File: config.mk
export PLATFORM = sky130hd
export DESIGN_NAME = jzjpcc_mem_access_unit
export DESIGN_NICKNAME = d
export VERILOG_FILES = /design/src/rtl/jzjpcc_mem_access_unit.sv
export SDC_FILE = /design/constraint.sdc
export NUM_CORES = 1
export LEC_CHECK = 0
export ABC_AREA = 1
export CAP_MARGIN = 20
export CORE_MARGIN = 1.5
export CORE_UTILIZATION = 45
export DETAILED_ROUTE_END_ITERATION = 8
export PLACE_DENSITY_LB_ADDON = 0.05
export SKIP_CTS_REPAIR_TIMING = 1
export SKIP_LAST_GASP = 1
export SLEW_MARGIN = 5
export SYNTH_ARGS = -nofsm -noshare
export SYNTH_HDL_FRONTEND = slang
export SYNTH_SLANG_ARGS = --single-unit
File: constraint.sdc
create_clock -name clock -period 2.2 [get_ports clock]
set_input_delay 0.22 -clock clock [delete_from_list [all_inputs] [get_ports clock]]
set_output_delay 0.22 -clock clock [all_outputs]
set_load 0.02 [all_outputs]
File: src/rtl/jzjpcc_mem_access_unit.sv
`timescale 1ns/1ps
`default_nettype none
// ==========================================================================
// jzjpcc_mem_access_unit: load/store unit with word-aligned bus beats,
// byte masks and load extension; word-crossing accesses split in two.
// Revision: 1.0
// ==========================================================================
module jzjpcc_mem_access_unit #(
  parameter int ADDR_WIDTH       = 32,
  parameter bit ALLOW_MISALIGNED = 1'b1
) (
  input  logic                  clock,
  input  logic                  reset,
  input  logic                  req_valid,
  output logic                  req_ready,
  input  logic                  req_write,
  input  logic [2:0]            req_funct3,
  input  logic [ADDR_WIDTH-1:0] req_addr,
  input  logic [31:0]           req_wdata,
  output logic                  bus_valid,
  input  logic                  bus_ready,
  output logic                  bus_write,
  output logic [ADDR_WIDTH-1:0] bus_addr,
  output logic [3:0]            bus_byteMask,
  output logic [31:0]           bus_wdata,
  input  logic [31:0]           bus_rdata,
  output logic                  resp_valid,
  input  logic                  resp_ready,
  output logic [31:0]           resp_rdata,
  output logic                  resp_fault
);

  typedef enum logic [1:0] {
    ST_IDLE  = 2'd0,
    ST_BEAT0 = 2'd1,
    ST_BEAT1 = 2'd2,
    ST_RESP  = 2'd3
  } state_t;

  state_t                  state_q, state_d;
  logic                    write_q, write_d;
  logic [2:0]              funct3_q, funct3_d;
  logic [ADDR_WIDTH-1:0]   addr_q, addr_d;
  logic [31:0]             wdata_q, wdata_d;
  logic                    fault_q, fault_d;
  logic [31:0]             rdata0_q, rdata0_d;
  logic [31:0]             rdata1_q, rdata1_d;

  function automatic logic [7:0] f_mask64(input logic [1:0] sz, input logic [1:0] off);
    logic [7:0] base;
    case (sz)
      2'b00:   base = 8'h01;
      2'b01:   base = 8'h03;
      default: base = 8'h0F;
    endcase
    return base << off;
  endfunction

  function automatic logic f_split(input logic [1:0] sz, input logic [1:0] off);
    return (f_mask64(sz, off) & 8'hF0) != 8'h00;
  endfunction

  function automatic logic f_illegal(input logic wr, input logic [2:0] f3);
    if (wr) return f3[2] || (f3[1:0] == 2'b11);
    return (f3[1:0] == 2'b11) || (f3 == 3'b110);
  endfunction

  logic                  req_fault;
  logic [7:0]            mask64;
  logic                  split;
  logic [5:0]            shamt;
  logic [63:0]           wdata64;
  logic [ADDR_WIDTH-1:0] beat0_addr;
  logic [ADDR_WIDTH-1:0] beat1_addr;
  logic [31:0]           rdata_sh;
  logic                  sext;
  logic [31:0]           load_ext;

  assign req_fault  = f_illegal(req_write, req_funct3) ||
                      (!ALLOW_MISALIGNED && f_split(req_funct3[1:0], req_addr[1:0]));
  assign mask64     = f_mask64(funct3_q[1:0], addr_q[1:0]);
  assign split      = |mask64[7:4];
  assign shamt      = {addr_q[1:0], 3'b000};
  assign wdata64    = {32'h0, wdata_q} << shamt;
  assign beat0_addr = {addr_q[ADDR_WIDTH-1:2], 2'b00};
  assign beat1_addr = beat0_addr + ADDR_WIDTH'(4);
  assign rdata_sh   = 32'({rdata1_q, rdata0_q} >> shamt);
  assign sext       = ~funct3_q[2];

  always_comb begin
    load_ext = 32'h0;
    case (funct3_q[1:0])
      2'b00:   load_ext = {{24{sext & rdata_sh[7]}}, rdata_sh[7:0]};
      2'b01:   load_ext = {{16{sext & rdata_sh[15]}}, rdata_sh[15:0]};
      default: load_ext = rdata_sh;
    endcase
  end

  always_ff @(posedge clock or negedge reset) begin
    if (!reset) begin
      state_q  <= ST_IDLE;
      write_q  <= 1'b0;
      funct3_q <= 3'b000;
      addr_q   <= '0;
      wdata_q  <= 32'h0;
      fault_q  <= 1'b0;
      rdata0_q <= 32'h0;
      rdata1_q <= 32'h0;
    end else begin
      state_q  <= state_d;
      write_q  <= write_d;
      funct3_q <= funct3_d;
      addr_q   <= addr_d;
      wdata_q  <= wdata_d;
      fault_q  <= fault_d;
      rdata0_q <= rdata0_d;
      rdata1_q <= rdata1_d;
    end
  end

  // Bus and response fields are zero outside their owning states.
  always_comb begin
    state_d      = state_q;
    write_d      = write_q;
    funct3_d     = funct3_q;
    addr_d       = addr_q;
    wdata_d      = wdata_q;
    fault_d      = fault_q;
    rdata0_d     = rdata0_q;
    rdata1_d     = rdata1_q;
    req_ready    = 1'b0;
    bus_valid    = 1'b0;
    bus_write    = 1'b0;
    bus_addr     = '0;
    bus_byteMask = 4'h0;
    bus_wdata    = 32'h0;
    resp_valid   = 1'b0;
    resp_rdata   = 32'h0;
    resp_fault   = 1'b0;
    case (state_q)
      ST_IDLE: begin
        req_ready = 1'b1;
        if (req_valid) begin
          write_d  = req_write;
          funct3_d = req_funct3;
          addr_d   = req_addr;
          wdata_d  = req_wdata;
          fault_d  = req_fault;
          rdata0_d = 32'h0;
          rdata1_d = 32'h0;
          state_d  = req_fault ? ST_RESP : ST_BEAT0;
        end
      end
      ST_BEAT0: begin
        bus_valid    = 1'b1;
        bus_write    = write_q;
        bus_addr     = beat0_addr;
        bus_byteMask = mask64[3:0];
        bus_wdata    = wdata64[31:0];
        if (bus_ready) begin
          rdata0_d = bus_rdata;
          state_d  = split ? ST_BEAT1 : ST_RESP;
        end
      end
      ST_BEAT1: begin
        bus_valid    = 1'b1;
        bus_write    = write_q;
        bus_addr     = beat1_addr;
        bus_byteMask = mask64[7:4];
        bus_wdata    = wdata64[63:32];
        if (bus_ready) begin
          rdata1_d = bus_rdata;
          state_d  = ST_RESP;
        end
      end
      default: begin
        resp_valid = 1'b1;
        resp_fault = fault_q;
        resp_rdata = (write_q || fault_q) ? 32'h0 : load_ext;
        if (resp_ready) state_d = ST_IDLE;
      end
    endcase
  end

endmodule
`default_nettype wire

## Word-level counts from Yosys, hierarchy flattened

Index checks and enable logic that the tools add are counted.

- Add/sub/neg operators: 1
- Equality and inequality tests: 8
- Shift operators: 3
- Multiplexer cells: 26
- Bitwise operators: 3
- Reduce and logical (&&, ||, !) cells: 15

Operator list:

| kind | number |
|---|---|
| one-hot mux 32 bit (2 select lines) | 5 |
| two-way mux 32 bit | 4 |
| left shift 32 x 5 -> 64 bit | 1 |
| >> shifter 64 x 5 -> 32 bit | 1 |
| adder 32 x 3 -> 32 bit (second input constant) | 1 |
| one-hot mux 4 bit (2 select lines) | 2 |
| two-way mux 2 bit | 5 |
| two-way mux 1 bit | 9 |
| left shift 8 x 2 -> 8 bit | 1 |
| inequality test 2 bit (second input constant) | 3 |
| one-hot mux 2 bit (3 select lines) | 1 |
| AND reduction 3 bit | 2 |
| equality test 2 x 1 -> 1 bit (second input constant) | 2 |
| equality test 2 bit (second input constant) | 2 |
| logical NOT 2 bit | 2 |
| AND reduction 4 bit | 1 |
| nonzero test 2 bit | 2 |
| nonzero test 4 bit | 1 |
| OR reduction 4 bit | 1 |
| equality test 3 bit (second input constant) | 1 |
| logical OR 1 bit | 3 |
| OR reduction 3 bit | 1 |
| bitwise AND 1 bit | 2 |
| AND reduction 2 bit | 1 |
| other kinds (2) | 2 |

- Register bits: 135
- Input bits: 105
- Output and inout bits: 105

## Logic depth before layout (Yosys ltp)

- Depth in word-level cells: 7
- Gate-level depth with buffers: 10

## Least setup slack after synthesis

Ideal clock, no wire load.

- Kind: reg2out
- From: reg state_q[0]
- To: out resp_rdata[6]
- Arrival time: 1.899 ns
- Data required time: 1.980 ns
- Setup slack: 0.081 ns
- Cell stages (with the launch flop): 7
- Buffers on the path: 1
- Cells stage by stage: dfrtp_1 -> ha_1 -> inv_1 -> nor3_4 -> inv_1 -> buf_2 -> a211oi_1

- Word-level cells in the longest chain between the ends: 3

Ends and longest elaborated chain:

| element | line | text |
|---|---|---|
| start: declaration | 40 | `state_t state_q, state_d;` |
| start signal: assignment | 110 | `state_q <= state_d;` |
| equality test 2 bit, or another cell as far along | 140 | `case (state_q)` |
| OR reduction 3 bit (no source line) * | n/a |  |
| two-way mux 32 bit * | 140 |  |
| end: declaration | 29 | `output logic [31:0] resp_rdata,` |

Every way passes the cells marked *; elsewhere a longest branch is shown, timed or not.

## Final worst setup path

- From: reg state_q[1]
- To: out bus_wdata[6]

- Word-level cells in the longest chain between the ends: 2

Ends and longest elaborated chain:

| element | line | text |
|---|---|---|
| equality test 2 bit or equality test 2 x 1 -> 1 bit (tied branches) | 140 |  |
| one-hot mux 32 bit (2 select lines) * | 140 |  |
| end: declaration | 25 | `output logic [31:0] bus_wdata,` |

Marks and branches as above.

==> results.json <==
{
  "fin_worst_skew_ns": 0.00500,
  "synth_seq_cells": 127,
  "drc_errors": 0,
  "grtUsageTotal_pct": 29.9,
  "fillers": 1511,
  "drive_gt1_share_pct": 33.5,
  "clk_latency_ns": 0.43,
  "worstReg2RegEnd": "rdata0_q[27]",
  "power_mw": 21.5,
  "cp.arrival_ns": 2.14,
  "tns_ns": -3.57,
  "synth_cells": 1197,
  "overflow": 0,
  "die_area_mm2": 0.0198,
  "cp-start-kind": "flip-flop",
  "p_leak_nw": 6.35,
  "cts_max_path_buffers": 2,
  "first_iter_violations": 599,
  "initial_core_util_pct": 45.8,
  "hold_violations": 0,
  "maxCapViolCount": 0,
  "vias": 9767,
  "p_sw_mw": 10.4,
  "status": "finished, violations left",
  "cp_data_required_time_ns": 1.98,
  "p_seq_share_pct": 20.4,
  "hold_slack_ns": 0.251,
  "r2r_start": "state_q[0]",
  "post_drt_wl_per_cell_um": 18.2,
  "die_w_um": 141,
  "place_hpwl_mm": 21.6,
  "grt_pass1_vias": 9003,
  "synth_cell_type_count": 46,
  "rsz0062_at_grt": "true",
  "fin_ws_ns": -0.155,
  "numCtsBuffers": 17,
  "cts-htree-levels": 4,
  "drv_slew": 0,
  "r2r_slack_ns": 0.10,
  "hold_class": "in2async",
  "min_period_over_period_pct": 107,
  "cts_sinks": 127,
  "power.share.clock_pct": 13.2,
  "power_density_mw_per_mm2": 1600,
  "ys_seq_area_share_pct": 37.2,
  "synth_top_flop_cell": "dfrtp_1",
  "async_flop_share_pct": 100,
  "clockRootBuffer": "clkbuf_16",
  "power_switching_share_pct": 48.5,
  "antenna_found_initial": 0,
  "min_period_ns": 2.36,
  "area_growth_pct": 57.8,
  "vias_per_cell": 5.55,
  "final_nets": 1623,
  "worstPathMaxFanout": 6,
  "portBuffers": 207,
  "synth_warnings": 0,
  "routabilityCongestion": 0.928,
  "syn_area_mm2": 0.00854,
  "crit_path_end_kind": "output port",
  "clk_pin_slew_ns": 0.06,
  "ant_nets": 0,
  "crit_path_top_delay_cell": "o32ai_1",
  "routed_wl_mm": 32.1,
  "synth_edf_count": 0,
  "cp-endpoint": "bus_wdata[6]",
  "p_int_mw": 11.1,
  "violations": "setup timing",
  "timing.fmax_ghz": 0.425,
  "worst_pin_slew_ns": 0.503,
  "critPathMaxStageDelay_ns": 0.38,
  "critPathKind": "reg2out",
  "path_cells": "inv_2 -> ha_4 -> nand2_4 -> buf_4 -> o32ai_1 -> dlymetal6s2s_1",
  "slew_headroom_pct": 66.4,
  "grt_max_degree": 49,
  "rows": 50,
  "cts_tree": "yes",
  "drtPass1Iterations": 6,
  "core-area_mm2": 0.0186,
  "dieHeight_um": 141,
  "num_io_pins": 210,
  "setup_viol": 57,
  "rr_worst_depth": 10,
  "syn_area_per_cell_um2": 7.13,
  "vdd_ir_drop_max_mv": 0.954,
  "place_ws_ns": -0.182,
  "grt_pass1_wl_mm": 46.1,
  "startpoint": "state_q[1]",
  "combPwrFrac_pct": 66.4
}
## layout make-up
class                   instances  area (um2)  area share (%)
clock buffers                  17         425            3.16
repair buffers                369        3620            26.8
clock inverters                15         156            1.16
diodes                          1        2.50          0.0186
multi-input cells             851        5220            38.7
inverters                     147         573            4.25
well taps                     234         293            2.17
flip-flops and latches        127        3190            23.7
## power groups by stage
stage	logic [mW]	registers [mW]	clock network, mW
floorplan	6.89	3.99	0
global placement	11.6	4.24	0
detailed placement	11.7	4.27	0
CTS	11.8	4.24	2.86
global route	15.4	4.48	2.97
finish	14.3	4.38	2.84
## registers in the layout, indices dropped and copies added, names as in the netlist
name      count
addr_q       32
rdata0_q     32
wdata_q      32
rdata1_q     24
funct3_q      3
state_q       2
fault_q       1
write_q       1
## routing by layer
| metal | wire [um] | part of all wire (%) | global-route usage (%) |
|---|---|---|---|
| met1 | 12600 | 39 | 36.0 |
| met2 | 16100 | 50 | 51.3 |
| met3 | 1980 | 6.2 | 5.60 |
| met4 | 1510 | 4.7 | 14.6 |
| met5 | 0 | 0 | 0 |
## worst min-delay path by stage
stage | start | end | slack [ns] | depth (start not counted)
after floorplan | reset | addr_q[0] | -0.08 | 0
after global placement | reset | rdata1_q[21] | 0.17 | 1
after detailed placement | reset | rdata1_q[21] | 0.17 | 1
after CTS | reset | rdata1_q[21] | -0.29 | 1
after global routing | reset | rdata1_q[22] | 0.27 | 2
final | reset | rdata1_q[21] | 0.25 | 2
## critical path, delay by kind of cell (launching register included)
kind	cells	cell delay (ns)
flops	1	0.37
buf+inv	3	0.55
compound gates	1	0.38
simple gates	1	0.08
fa+ha+maj	1	0.32
## cell usage in the layout (no fill, tap or decap), types with 5 or more instances in the layout
master             n
a211oi_2           5
nor2_4            15
a211oi_1           8
ha_4               5
dfrtp_1          119
nand2_2           15
buf_12            20
mux2_2            37
buf_6             64
a21oi_2           15
o21ai_2           28
clkdlybuf4s50_1  106
o21ai_1           33
inv_1            135
nand2_1          244
o21ai_0           86
nor2_1            88
o211ai_1          22
nand3_2           30
nand2_4           13
dfrtp_2            7
clkbuf_16         20
dlymetal6s2s_1     5
inv_6              5
clkbuf_2           5
inv_2              7
clkinvlp_4         6
a21oi_1           56
buf_4            158
nand3_1           85
nor2_2            10
nand4_1            9
## logic make-up (layout without fill, tap and decap cells)
group / after synthesis / count (layout) / share of synthesized area (%)
AOI/OAI and AO/OA: 283 / 283 / 18.5
other: 1 / 3 / 0.0439
buffers and inverters: 224 / 548 / 11.7
and+or+nand+nor: 519 / 523 / 26.8
muxes: 38 / 38 / 5.00
adders and majority gates: 5 / 5 / 0.733
DFF: 127 / 127 / 37.2
## metrics by stage
stage,std cells,cell area (um2),util (%)
finish,1761,13500,72.3
global route,1760,13500,72.3
global placement,1684,11600,62.1
detailed placement,1684,11600,62.1
CTS,1716,12200,65.2
floorplan,1198,8540,-
## synth_stat cells, types with 2 or more instances
library cell / n / area share (%)
buf_4: 8 / 0.70
clkbuf_1: 23 / 1.0
nor2_4: 3 / 0.40
o211ai_1: 22 / 1.9
ha_1: 5 / 0.73
dfrtp_1: 127 / 37
buf_1: 3 / 0.13
clkinv_1: 2 / 0.088
nand2_2: 3 / 0.22
nor2_1: 101 / 4.4
buf_6: 10 / 1.3
nand3_2: 12 / 1.4
o21ai_0: 139 / 8.1
o22ai_1: 7 / 0.51
nor2_2: 7 / 0.51
mux2_2: 37 / 4.9
nand3b_1: 2 / 0.18
nand2_1: 270 / 12
o32ai_1: 2 / 0.21
a211oi_1: 15 / 1.3
and2_1: 2 / 0.15
buf_2: 31 / 1.8
nand3_1: 105 / 6.2
o21ai_1: 10 / 0.59
inv_1: 142 / 6.2
inv_2: 3 / 0.13
o31ai_1: 3 / 0.26
a21oi_1: 72 / 4.2
nand4_1: 9 / 0.66
a32oi_1: 6 / 0.62
Power figures use the tool's default switching activity.
